<file path="config.mk">
export PLATFORM = sky130hd
export DESIGN_NAME = b10_downcounter
export DESIGN_NICKNAME = d
export VERILOG_FILES = /design/src/rtl/b10_downcounter_pkg.sv /design/src/rtl/b10_halfsubtractor.sv /design/src/rtl/b10_downcounter.sv
export SDC_FILE = /design/constraint.sdc
export NUM_CORES = 1
export LEC_CHECK = 0
export ABC_CLOCK_PERIOD_IN_PS = 4910
export CAP_MARGIN = 30
export CORE_ASPECT_RATIO = 1.5
export CORE_MARGIN = 4
export CORE_UTILIZATION = 43
export CTS_CLUSTER_DIAMETER = 120
export CTS_CLUSTER_SIZE = 30
export DETAILED_ROUTE_END_ITERATION = 7
export GPL_TIMING_DRIVEN = 0
export PLACE_DENSITY = 0.82
export SYNTH_ARGS = -nofsm -noshare
export SYNTH_HDL_FRONTEND = slang
export SYNTH_HIERARCHICAL = 1
export SYNTH_SLANG_ARGS = --single-unit
</file>
<file path="constraint.sdc">
create_clock -name clock -period 4.91 [get_ports clock]
set_input_delay 0.982 -clock clock [delete_from_list [all_inputs] [get_ports clock]]
set_output_delay 0.982 -clock clock [all_outputs]
set_load 0.01 [all_outputs]
</file>
<file path="src/rtl/b10_downcounter_pkg.sv">
// Shared definitions for the BCD countdown timer: FSM state encoding,
// BCD digit limit and the load-time digit clamp.
package b10_downcounter_pkg;

    typedef enum logic [1:0] {
        IDLE = 2'b00,
        RUN  = 2'b01,
        DONE = 2'b10
    } state_t;

    localparam logic [3:0] BCD_MAX = 4'd9;

    // Non-BCD nibbles (A-F) saturate to 9 so the counter never holds an illegal digit.
    function automatic logic [3:0] clamp_digit(input logic [3:0] x);
        return (x > BCD_MAX) ? BCD_MAX : x;
    endfunction

endpackage

</file>
<file path="src/rtl/b10_halfsubtractor.sv">
// Single BCD digit decrementer: subtracts the borrow-in, wrapping 0 to 9
// and raising borrow-out when it does.
module b10_halfsubtractor
    import b10_downcounter_pkg::*;
(
    input  logic [3:0] x3_x0,
    input  logic       bin,
    output logic [3:0] d3_d0,
    output logic       bout
);

    always_comb begin
        d3_d0 = x3_x0;
        bout  = 1'b0;
        if (bin) begin
            if (x3_x0 == 4'd0) begin
                d3_d0 = BCD_MAX;
                bout  = 1'b1;
            end else begin
                d3_d0 = x3_x0 - 4'd1;
            end
        end
    end

endmodule

</file>
<file path="src/rtl/b10_downcounter.sv">
// Multi-digit BCD countdown timer with parallel load and an IDLE/RUN/DONE
// control FSM; flags expiry with a single-cycle pulse on reaching zero.
module b10_downcounter
    import b10_downcounter_pkg::*;
#(
    parameter int DIGITS = 4
) (
    input  logic                  clock,
    input  logic                  reset,
    input  logic                  load,
    input  logic [4*DIGITS-1:0]   d,
    input  logic                  start,
    input  logic                  stop,
    input  logic                  tick,
    output logic [4*DIGITS-1:0]   q,
    output logic                  running,
    output logic                  expired,
    output logic                  zero
);

    localparam logic [4*DIGITS-1:0] COUNT_ONE = {{(4*DIGITS-1){1'b0}}, 1'b1};

    state_t                state;
    state_t                state_next;
    logic [4*DIGITS-1:0]   q_next;
    logic [4*DIGITS-1:0]   q_dec;
    logic [4*DIGITS-1:0]   d_clamped;
    logic [DIGITS:0]       borrow;
    logic                  expired_next;

    assign zero      = (q == '0);
    assign borrow[0] = (state == RUN) && tick && !stop;

    // Borrow ripples upward: a digit only moves when every digit below it is zero.
    for (genvar i = 0; i < DIGITS; i++) begin : g_digit
        b10_halfsubtractor u_digit (
            .x3_x0 (q[4*i +: 4]),
            .bin   (borrow[i]),
            .d3_d0 (q_dec[4*i +: 4]),
            .bout  (borrow[i+1])
        );
    end

    always_comb begin
        d_clamped = '0;
        for (int i = 0; i < DIGITS; i++) begin
            d_clamped[4*i +: 4] = clamp_digit(d[4*i +: 4]);
        end
    end

    always_comb begin
        state_next   = state;
        q_next       = q;
        expired_next = 1'b0;
        if (load) begin
            q_next     = d_clamped;
            state_next = IDLE;
        end else begin
            case (state)
                IDLE: begin
                    if (!stop && start) begin
                        if (zero) begin
                            state_next   = DONE;
                            expired_next = 1'b1;
                        end else begin
                            state_next = RUN;
                        end
                    end
                end
                RUN: begin
                    if (stop) begin
                        state_next = IDLE;
                    end else if (tick && !borrow[DIGITS]) begin
                        // A borrow out of the top digit would mean wrapping 0 to all-9s; refuse it.
                        q_next = q_dec;
                        if (q == COUNT_ONE) begin
                            state_next   = DONE;
                            expired_next = 1'b1;
                        end
                    end
                end
                DONE: begin
                    state_next = DONE;
                end
                default: begin
                    state_next = IDLE;
                end
            endcase
        end
    end

    always_ff @(posedge clock) begin
        if (reset) begin
            q       <= '0;
            state   <= IDLE;
            running <= 1'b0;
            expired <= 1'b0;
        end else begin
            q       <= q_next;
            state   <= state_next;
            running <= (state_next == RUN);
            expired <= expired_next;
        end
    end

endmodule

</file>
Word-level counts from Yosys, hierarchy flattened --
Cells that the tools add are included. Widths: inputs -> output; s select.
Operators by class: add/subtract/negate cells 4, magnitude comparators 4, equal/unequal tests 5, mux-type cells 37, reductions and logical operators 23
Operator list (number):
- $mux 16 | 4
- $mux 4 | 12
- $eq 16x1->1 const B | 1
- $gt 4x4->1 const B | 4
- $logic_not 16->1 | 1
- $logic_not 4->1 | 4
- $reduce_and 4->1 | 4
- $sub 4x1->4 const B | 4
- $mux 1 | 13
- $mux 2 | 6
- $reduce_bool 2->1 | 6
- $pmux 2 s3 | 1
- $eq 2x1->1 const B | 2
- $logic_and 1x1->1 | 4
- $eq 2x2->1 const B | 1
- $logic_not 1->1 | 2
- $logic_not 2->1 | 1
- $ne 2x2->1 const B | 1
- $pmux 1 s2 | 1
- $reduce_or 2->1 | 1
Word-level totals: flip-flop bits (word level) 20, input bits 22, output and inout port bits 19, logic and storage cells 80

Longest topological paths before layout --
depth after elaboration 14, mapped depth 16, gate-level depth less buffers 14

Modules after synthesis --
The synthesis kept the hierarchy.
Modules (own cells, without submodules):
- b10_downcounter | instances 1, cells each 122, area each 1118.6 um^2, sequential area each 400.4 um^2
- b10_halfsubtractor | instances 4, cells each 11, area each 78.8 um^2, sequential area each 0.0 um^2

Worst setup path before layout --
Ideal clock, no wire load.
path kind input port to flip-flop, start in stop, end reg q[10], setup time 0.143 ns, arrival time 4.489 ns, data required time 4.767 ns, setup slack 0.278 ns, cell stages on the path 16, path buffers 3, path through nor3b_4 buf_6 and2_1 nand2b_4 nor4_1 nand2b_4 nor4_1 nand2b_4 nor4_1 nand2b_4 nor4_1 nor2b_1 buf_2 buf_2 a211oi_1 a211oi_2
Between the ends: cells in the longest elaborated chain, start to end 10, elaborated cells between the ends (all ways) 12, classes of those cells eq/ne (1); mux (4); reduce/logical (7)
Ends and longest elaborated chain:
- from (decl) | RTL line b10_downcounter.sv:13 | input logic stop,
- $logic_not 1->1 | RTL line b10_downcounter.sv:32 | assign borrow[0] = (state == RUN) && tick && !stop;
- $logic_and 1x1->1 | RTL line b10_downcounter.sv:32
- via borrow[0] | RTL line b10_downcounter.sv:28 | logic [DIGITS:0] borrow;
- $mux 1 | RTL line b10_halfsubtractor.sv:15 | if (bin) begin
- via borrow[1] | RTL line b10_downcounter.sv:28
- $mux 1 | RTL line b10_halfsubtractor.sv:15
- via borrow[2] | RTL line b10_downcounter.sv:28
- $mux 1 | RTL line b10_halfsubtractor.sv:15
- via borrow[3] | RTL line b10_downcounter.sv:28
- $mux 1 | RTL line b10_halfsubtractor.sv:15
- via borrow[4] | RTL line b10_downcounter.sv:28
- $logic_not 1->1 | RTL line b10_downcounter.sv:73 | end else if (tick && !borrow[DIGITS]) begin
- $logic_and 1x1->1 | RTL line b10_downcounter.sv:73
- $reduce_bool 2->1 (no line)
- $reduce_and 4->1 (no line)
- to (signal assigned) | RTL line b10_downcounter.sv:99 | q <= q_next;
- to (decl) | RTL line b10_downcounter.sv:15 | output logic [4*DIGITS-1:0] q,
The timed path passes the listed nets, and every way through them passes these cells. A chain may end at the register's enable or synchronous reset.

Worst setup path in the final report --
start in stop, end reg q[13]
The elaborated chain is that of the path after synthesis.

==> results_tabular.tex <==
\begin{tabular}{lr}
\hline
Metric & Value \\
\hline
\multicolumn{2}{l}{\textbf{Power and ir drop}} \\
\quad Pwr/cell area & 214 nW/µm² \\
\quad Peak supply drop & 0.000190 V \\
\quad Post-layout power & 0.000427 W \\
\quad Leakage dissipation & 0.727 nW \\
\multicolumn{2}{l}{\textbf{Setup path}} \\
\quad Largest incremental delay on the critical path & 490 ps \\
\quad Startpoint type of the worst setup path & input port \\
\quad Worst Path Class, Setup & in -> reg \\
\quad Most used cell along the critical path & nand2b\_4 \\
\quad Critical Path Fanout Max & 10 \\
\quad Crit path capture type & register \\
\quad Cell chain of the critical path & clkdlybuf4s50\_1, nor3b\_4, buf\_6, and2\_1, nand2b\_4, nor4\_2, nand2b\_4, nor4\_4, nand2b\_4, nor4\_2, nand2b\_4, nor4\_2, nor2b\_1, buf\_2, buf\_2, a211oi\_1, a211oi\_2 \\
\quad Number of buffer and inverter stages on the critical path & 4 \\
\quad CP top delay family & simple AND/OR/NAND/NOR gates \\
\quad Cell at the slowest stage of the critical path & clkdlybuf4s50\_1 \\
\quad Crit path arrival time & 4720 ps \\
\quad Data required time at the worst endpoint & 5030 ps \\
\multicolumn{2}{l}{\textbf{Logic synthesis}} \\
\quad Multiplexer share of the synthesized area & 0 \\
\quad Total standard cell area after synthesis & 1430 µm² \\
\quad Part of the Yosys area used for sequential elements & 0.279 \\
\quad Adder-cell share of the synthesized area & 0 \\
\quad Compound-gate portion of the synthesized area & 0.343 \\
\quad Xor and xnor area share after synthesis & 0.0489 \\
\quad Post-synthesis cell type count & 35 \\
\quad Largest area contributor in the netlist & dfxtp\_1 \\
\quad Share of the synthesized area in the top cell type & 0.279 \\
\quad Warning count from the yosys run & 6 \\
\quad Syn\_area\_per\_cell & 8.64 µm² \\
\quad Leading cell types by total area after synthesis & dfxtp\_1 (28\%), a211oi\_2 (7.9\%), a211oi\_1 (6.8\%) \\
\quad Syn\_nets & 188 \\
\quad Flip-flop and latch count after synthesis & 20 \\
\quad Simple-gate share of the synthesized area & 0.288 \\
\quad Synthesized instance count & 166 \\
\quad Dominant combinational cell family by area after synthesis & compound AO/OA/AOI/OAI gates \\
\multicolumn{2}{l}{\textbf{Routing}} \\
\quad Post-DR wirelength/cell & 16.0 µm \\
\quad DRC violations left & 0 \\
\quad Via Count & 1557 \\
\quad Routed wire length & 4050 µm \\
\quad Routed via count divided by cell count & 6.15 \\
\quad Number of detailed-routing iterations run before antenna repair & 4 \\
\quad Post-detailed-route count of antenna-violating nets & 0 \\
\quad Detailed router's first-iteration violation count & 83 \\
\multicolumn{2}{l}{\textbf{Die}} \\
\quad Count of pins on the block boundary & 41 \\
\quad Die width & 55.2 µm \\
\quad Floorplan die area & 4340 µm² \\
\quad Height of the die & 78.7 µm \\
\quad Floorplan Core Area & 3190 µm² \\
\quad Number of cell rows & 25 \\
\quad Starting density of the core & 0.449 \\
\multicolumn{2}{l}{\textbf{Finish}} \\
\quad Commonest non-fill, non-tap cell in the layout & clkdlybuf4s50\_1 \\
\quad Final Instance Area & 1990 µm² \\
\quad Final antenna diode count & 0 \\
\quad Final core utilization & 0.625 \\
\quad Share of layout cells above drive strength 1 & 0.174 \\
\quad Fin nets & 236 \\
\quad Commonest cells after routing, fill and taps aside & clkdlybuf4s50\_1 (39), dfxtp\_1 (20), a211oi\_1 (13), a31oi\_1 (13) \\
\quad Layout area overhead & 39.0\% \\
\multicolumn{2}{l}{\textbf{STA}} \\
\quad Number of hold-slack violations in the final timing report & 0 \\
\quad Worst slew pin tran & 691 ps \\
\quad Period minus WS final & 4600 ps \\
\quad Slew Limit Headroom & 0.539 \\
\quad Final setup vio count & 0 \\
\quad Upper clock frequency limit & 217 MHz \\
\quad Setup slack of the critical path after layout & 305 ps \\
\quad Number of max-slew violations in the final report & 0 \\
\quad Part of the cycle the worst path needs & 0.938 \\
\quad Clock tree skew after final layout & 0.985 ps \\
\multicolumn{2}{l}{\textbf{Status}} \\
\quad Outcome & completed \\
\multicolumn{2}{l}{\textbf{GRT}} \\
\quad Number of antenna violations at the first check in global routing & 0 \\
\quad Remaining Overflow, GRT & 0 \\
\quad Number of global-route vias before repair & 1411 \\
\quad All-layer global routing usage & 0.192 \\
\quad Global-route wire length before repair & 6400 µm \\
\quad Maximum number of pins on one net before global-route repair & 12 \\
\multicolumn{2}{l}{\textbf{Clock tree}} \\
\quad Cts-stage hold buffer count & 0 \\
\quad Number of buffers created by CTS & 3 \\
\quad CTS root buffer & clkbuf\_8 \\
\quad TritonCTS sink count & 20 \\
\quad TritonCTS clock tree & done \\
\quad Number of buffers between clock root and the deepest sink & 2 \\
\quad Number of H-tree levels & 1 \\
\quad Clock slew at the register clock pins of the worst setup and hold paths & 70 ps \\
\quad Worst-Skew Late Latency & 260 ps \\
\multicolumn{2}{l}{\textbf{Flow run}} \\
\quad Maximum Capacitance Violations & 0 \\
\multicolumn{2}{l}{\textbf{Placement}} \\
\quad Place WS & -824 ps \\
\quad Placement Cell Area & 1870 µm² \\
\quad Post-DP HPWL & 2890 µm \\
\quad Port Buf Inserts & 39 \\
\quad Gpl congestion & 0.860 \\
\multicolumn{2}{l}{\textbf{Hold path}} \\
\quad Worst Hold Class & reg -> reg \\
\hline
\end{tabular}
routing by layer:
layer | routed length (µm) | GRT usage
met2 | 2100 | 0.316
met3 | 239 | 0.0263
met4 | 95 | 0.0779
met1 | 1620 | 0.242
met5 | 0 | 0
layout make-up:
type	instances	area [µm²]
Fill cell	303	1200
Multi-Input combinational cell	133	1010
Timing Repair Buffer	43	420
Sequential cell	20	400
Clock buffer	4	55.1
Tap cell	40	50.0
Buffer	10	47.5
Inverter	3	11.3
cell families after synthesis:
family | after synthesis
xor gates and xnor gates | 8
AOI/OAI and AO/OA | 66
and+or+nand+nor | 59
buffers and inverters | 13
DFF | 20
cells in the mapped netlist:
library cell and number:
or4b_1 4, o22a_1 1, o221a_2 2, clkbuf_1 6, nor2_1 5, nor4b_1 1, nand2_1 4, nor3b_4 1
xor2_1 8, a31oi_1 13, nor3_1 10, nand2b_4 4, dfxtp_1 20, nand2b_1 1, and3b_1 4, nor4_1 8
inv_1 3, o31ai_1 1, o21ai_1 5, a221oi_1 2, nor2b_1 11, a211oi_2 9, a21o_2 5, o21ai_0 11
and2_1 1, a211oi_1 13, nor3b_1 1, nand4_1 1, buf_1 1, a21oi_1 4, buf_6 1, or4b_2 1
or3b_1 1, nand3b_1 1, buf_2 2
what timing repair did:
action,4_1_cts,5_1_grt
setup endpoints to repair,20,18
pin swaps,0,1
hold endpoints to repair,0,0
setup buffers,0,4
gates resized for setup,3,2
worst register-to-register path: stages (launching register included):
cell      delay [ps]
dfxtp_1          440
nor3b_4          380
buf_6            200
and2_1           220
nand2b_4         100
nor4_2           350
nand2b_4         130
nor4_4           240
nand2b_4         110
nor4_2           320
nand2b_4         120
nor4_2           220
nor2b_1           70
buf_2            190
buf_2            210
a211oi_1         310
a211oi_2          70
stage by stage:
step                      setup TNS, ps  instances  hold WS, ps
final                                 0        253          544
after global routing              -27.6        253          599
after CTS                             0        249          549
after detailed placement         -13590        245          538
after global placement           -11810        245          533
after floorplan                       0        166          550
state kept, by name, summed over array words and instances, names as in the netlist:
name,count
expired,1
q,16
running,1
state,2
report_power, final:
group	internal (W)	total (W)	leakage (nW)	switching, W
combinational	0.0000604	0.000109	0.533	0.0000486
sequential	0.000172	0.000193	0.165	0.0000206
clock	0.0000714	0.000126	0.0288	0.0000543
total	0.000304	0.000427	0.727	0.000123
final timing paths:
check	from	to	slack, ps	cells past startpoint
max	stop	q[13]$_SDFFE_PP0P_	310	17
max reg2reg	state[0]$_SDFF_PP0_	q[13]$_SDFFE_PP0P_	1070	16
min	q[8]$_SDFFE_PP0P_	q[8]$_SDFFE_PP0P_	540	2
min reg2reg	q[8]$_SDFFE_PP0P_	q[8]$_SDFFE_PP0P_	540	2
(Power assumes the default switching activity.)
==> edit, RTL diff (config.mk and constraints unchanged) <==
The parameter `DIGITS` goes from 4 to 2.
--- a/src/rtl/b10_downcounter.sv
+++ b/src/rtl/b10_downcounter.sv
@@ -3,7 +3,7 @@
 module b10_downcounter
     import b10_downcounter_pkg::*;
 #(
-    parameter int DIGITS = 4
+    parameter int DIGITS = 2
 ) (
     input  logic                  clock,
     input  logic                  reset,
Interface: changed (resized d and q); port bits go from 41 to 25. No check against the original RTL was run, so the function may have changed too.
==> edit against the original RTL <==
- power fell by 42%
- first-iteration DRC count fell by 80%
- sequential share of layout area rose by 0.27 points
- area after synthesis fell by 39%
- design area fell by 41%
- via count fell by 47%
- worst setup slack improved by 790 ps
- clock power fell by 37%
- critical path type unchanged
- routed wire length fell by 50%
- sequential cell count fell by 8
==> edit: results <==
metrics = {
    "clocking": {
        "clock-root-buffer": "clkbuf_4",
        "postCtsResizedCells": 0,
    },
    "critical_path": {
        "cpMaxStageDelayCell": "nor4_1",
        "path_max_fanout": 8,
        "rr_endpoint": "q[1]",
        "reg2regPathDepth": 9,
        "cp.arrival_ps": 3970,
        "rrSetupSlack_ps": 1880,
    },
    "global_routing": {
        "gr-usage-all-layers": 0.153,
        "grt_pass1_wl_um": 3470,
        "use_met2": 0.284,
        "grt_pass1_vias": 821,
        "grt_use_met1": 0.174,
        "grtUsageMet3": 0.0228,
        "grt_max_degree": 11,
    },
    "pwr": {
        "p_leak_uw": 0.000468,
        "vdd_drop_max_mv": 0.151,
    },
    "cells_and_area": {
        "num-nets-final": 143,
    },
    "synthesis": {
        "synth_common_cells": "12 x dfxtp_1, 8 x nor2_1, 6 x nand2b_1, 6 x nor2b_1",
        "synth-xor-area-share": 0.0399,
        "ys_types": 34,
        "synth_nets": 114,
        "synth_compound_area_frac": 0.174,
    },
    "drt": {
        "post_drt_wl_per_cell_um": 13.5,
        "vias": 829,
        "drt_pre_antenna_iters": 5,
    },
    "placed_design": {
        "dp_slack_ps": 825,
        "routabilityCongestion": 0.705,
        "hpwl_um": 1590,
    },
    "status": {
        "outcome": "complete, no violations",
    },
    "timing": {
        "slew-limit-headroom": 0.559,
    },
    "hold_path": {
        "hold_path_end": "q[4]",
    },
}
edit: cell types whose count changed in the layout (fill, tap and decap cells not counted), sizes merged, moves of 4 or more:
cell,change
a211oi,-21
clkdlybuf4s50,-15
a31oi,-12
o21ai,-12
dfxtp,-8
buf,-7
mux2,+6
clkbuf,-5
nor2b,-5
nor3,-5
mux2i,+4
nand3b,+4
nor4,-4
xor2,-4
edit: worst max path at each step:
stage,startpoint,to,slack (ps),cells past startpoint
floorplan,stop,q[1],1680,9
global placement,stop,q[1],890,10
detailed placement,stop,q[1],820,10
CTS,stop,q[1],1100,10
global route,stop,q[1],810,10
finish,stop,q[1],1100,10
edit: final cells by class:
type / instances / share of cell area
Buffer: 2 / 0.00954
Clock buffer: 4 / 0.0308
Inverter: 4 / 0.0127
Multi-Input combinational cell: 82 / 0.517
Sequential cell: 12 / 0.204
Tap cell: 21 / 0.0223
Timing Repair Buffer: 24 / 0.204
edit: critical path, delay by kind of cell:
kind | cells | cell delay, ps
buffers and inverters | 2 | 610
AO/OA/AOI/OAI | 1 | 330
multiplexers | 1 | 390
AND/OR/NAND/NOR | 6 | 1670
edit: cells by family after synthesis:
logic type / count (synthesis)
AOI/OAI and AO/OA: 20
xor gates and xnor gates: 4
buffers and inverters: 6
DFF: 12
muxes: 10
and+or+nand+nor: 48
edit: routing by layer:
layer / vias to the layer above / wire, um
met1: 398 / 820
met4: 0 / 10
met2: 10 / 1120
li1: 419 / -
met3: 2 / 64
met5: - / 0
edit: where the power goes:
part,switching (uW),internal (uW)
Combinational,25.1,35.6
Clock,34.1,45.0
Sequential,7.51,102
Total,66.8,182
edit: per-stage QoR:
stage	hold slack [ps]	util	instances	cell area, um^2	total power (uW)
2_1_floorplan	543	-	100	877	142
3_5_place_dp	541	0.609	145	1140	172
5_1_grt	601	0.628	149	1180	262
4_1_cts	554	0.628	149	1180	251
6_report	545	0.628	149	1180	249
3_3_place_gp	524	0.609	145	1140	171
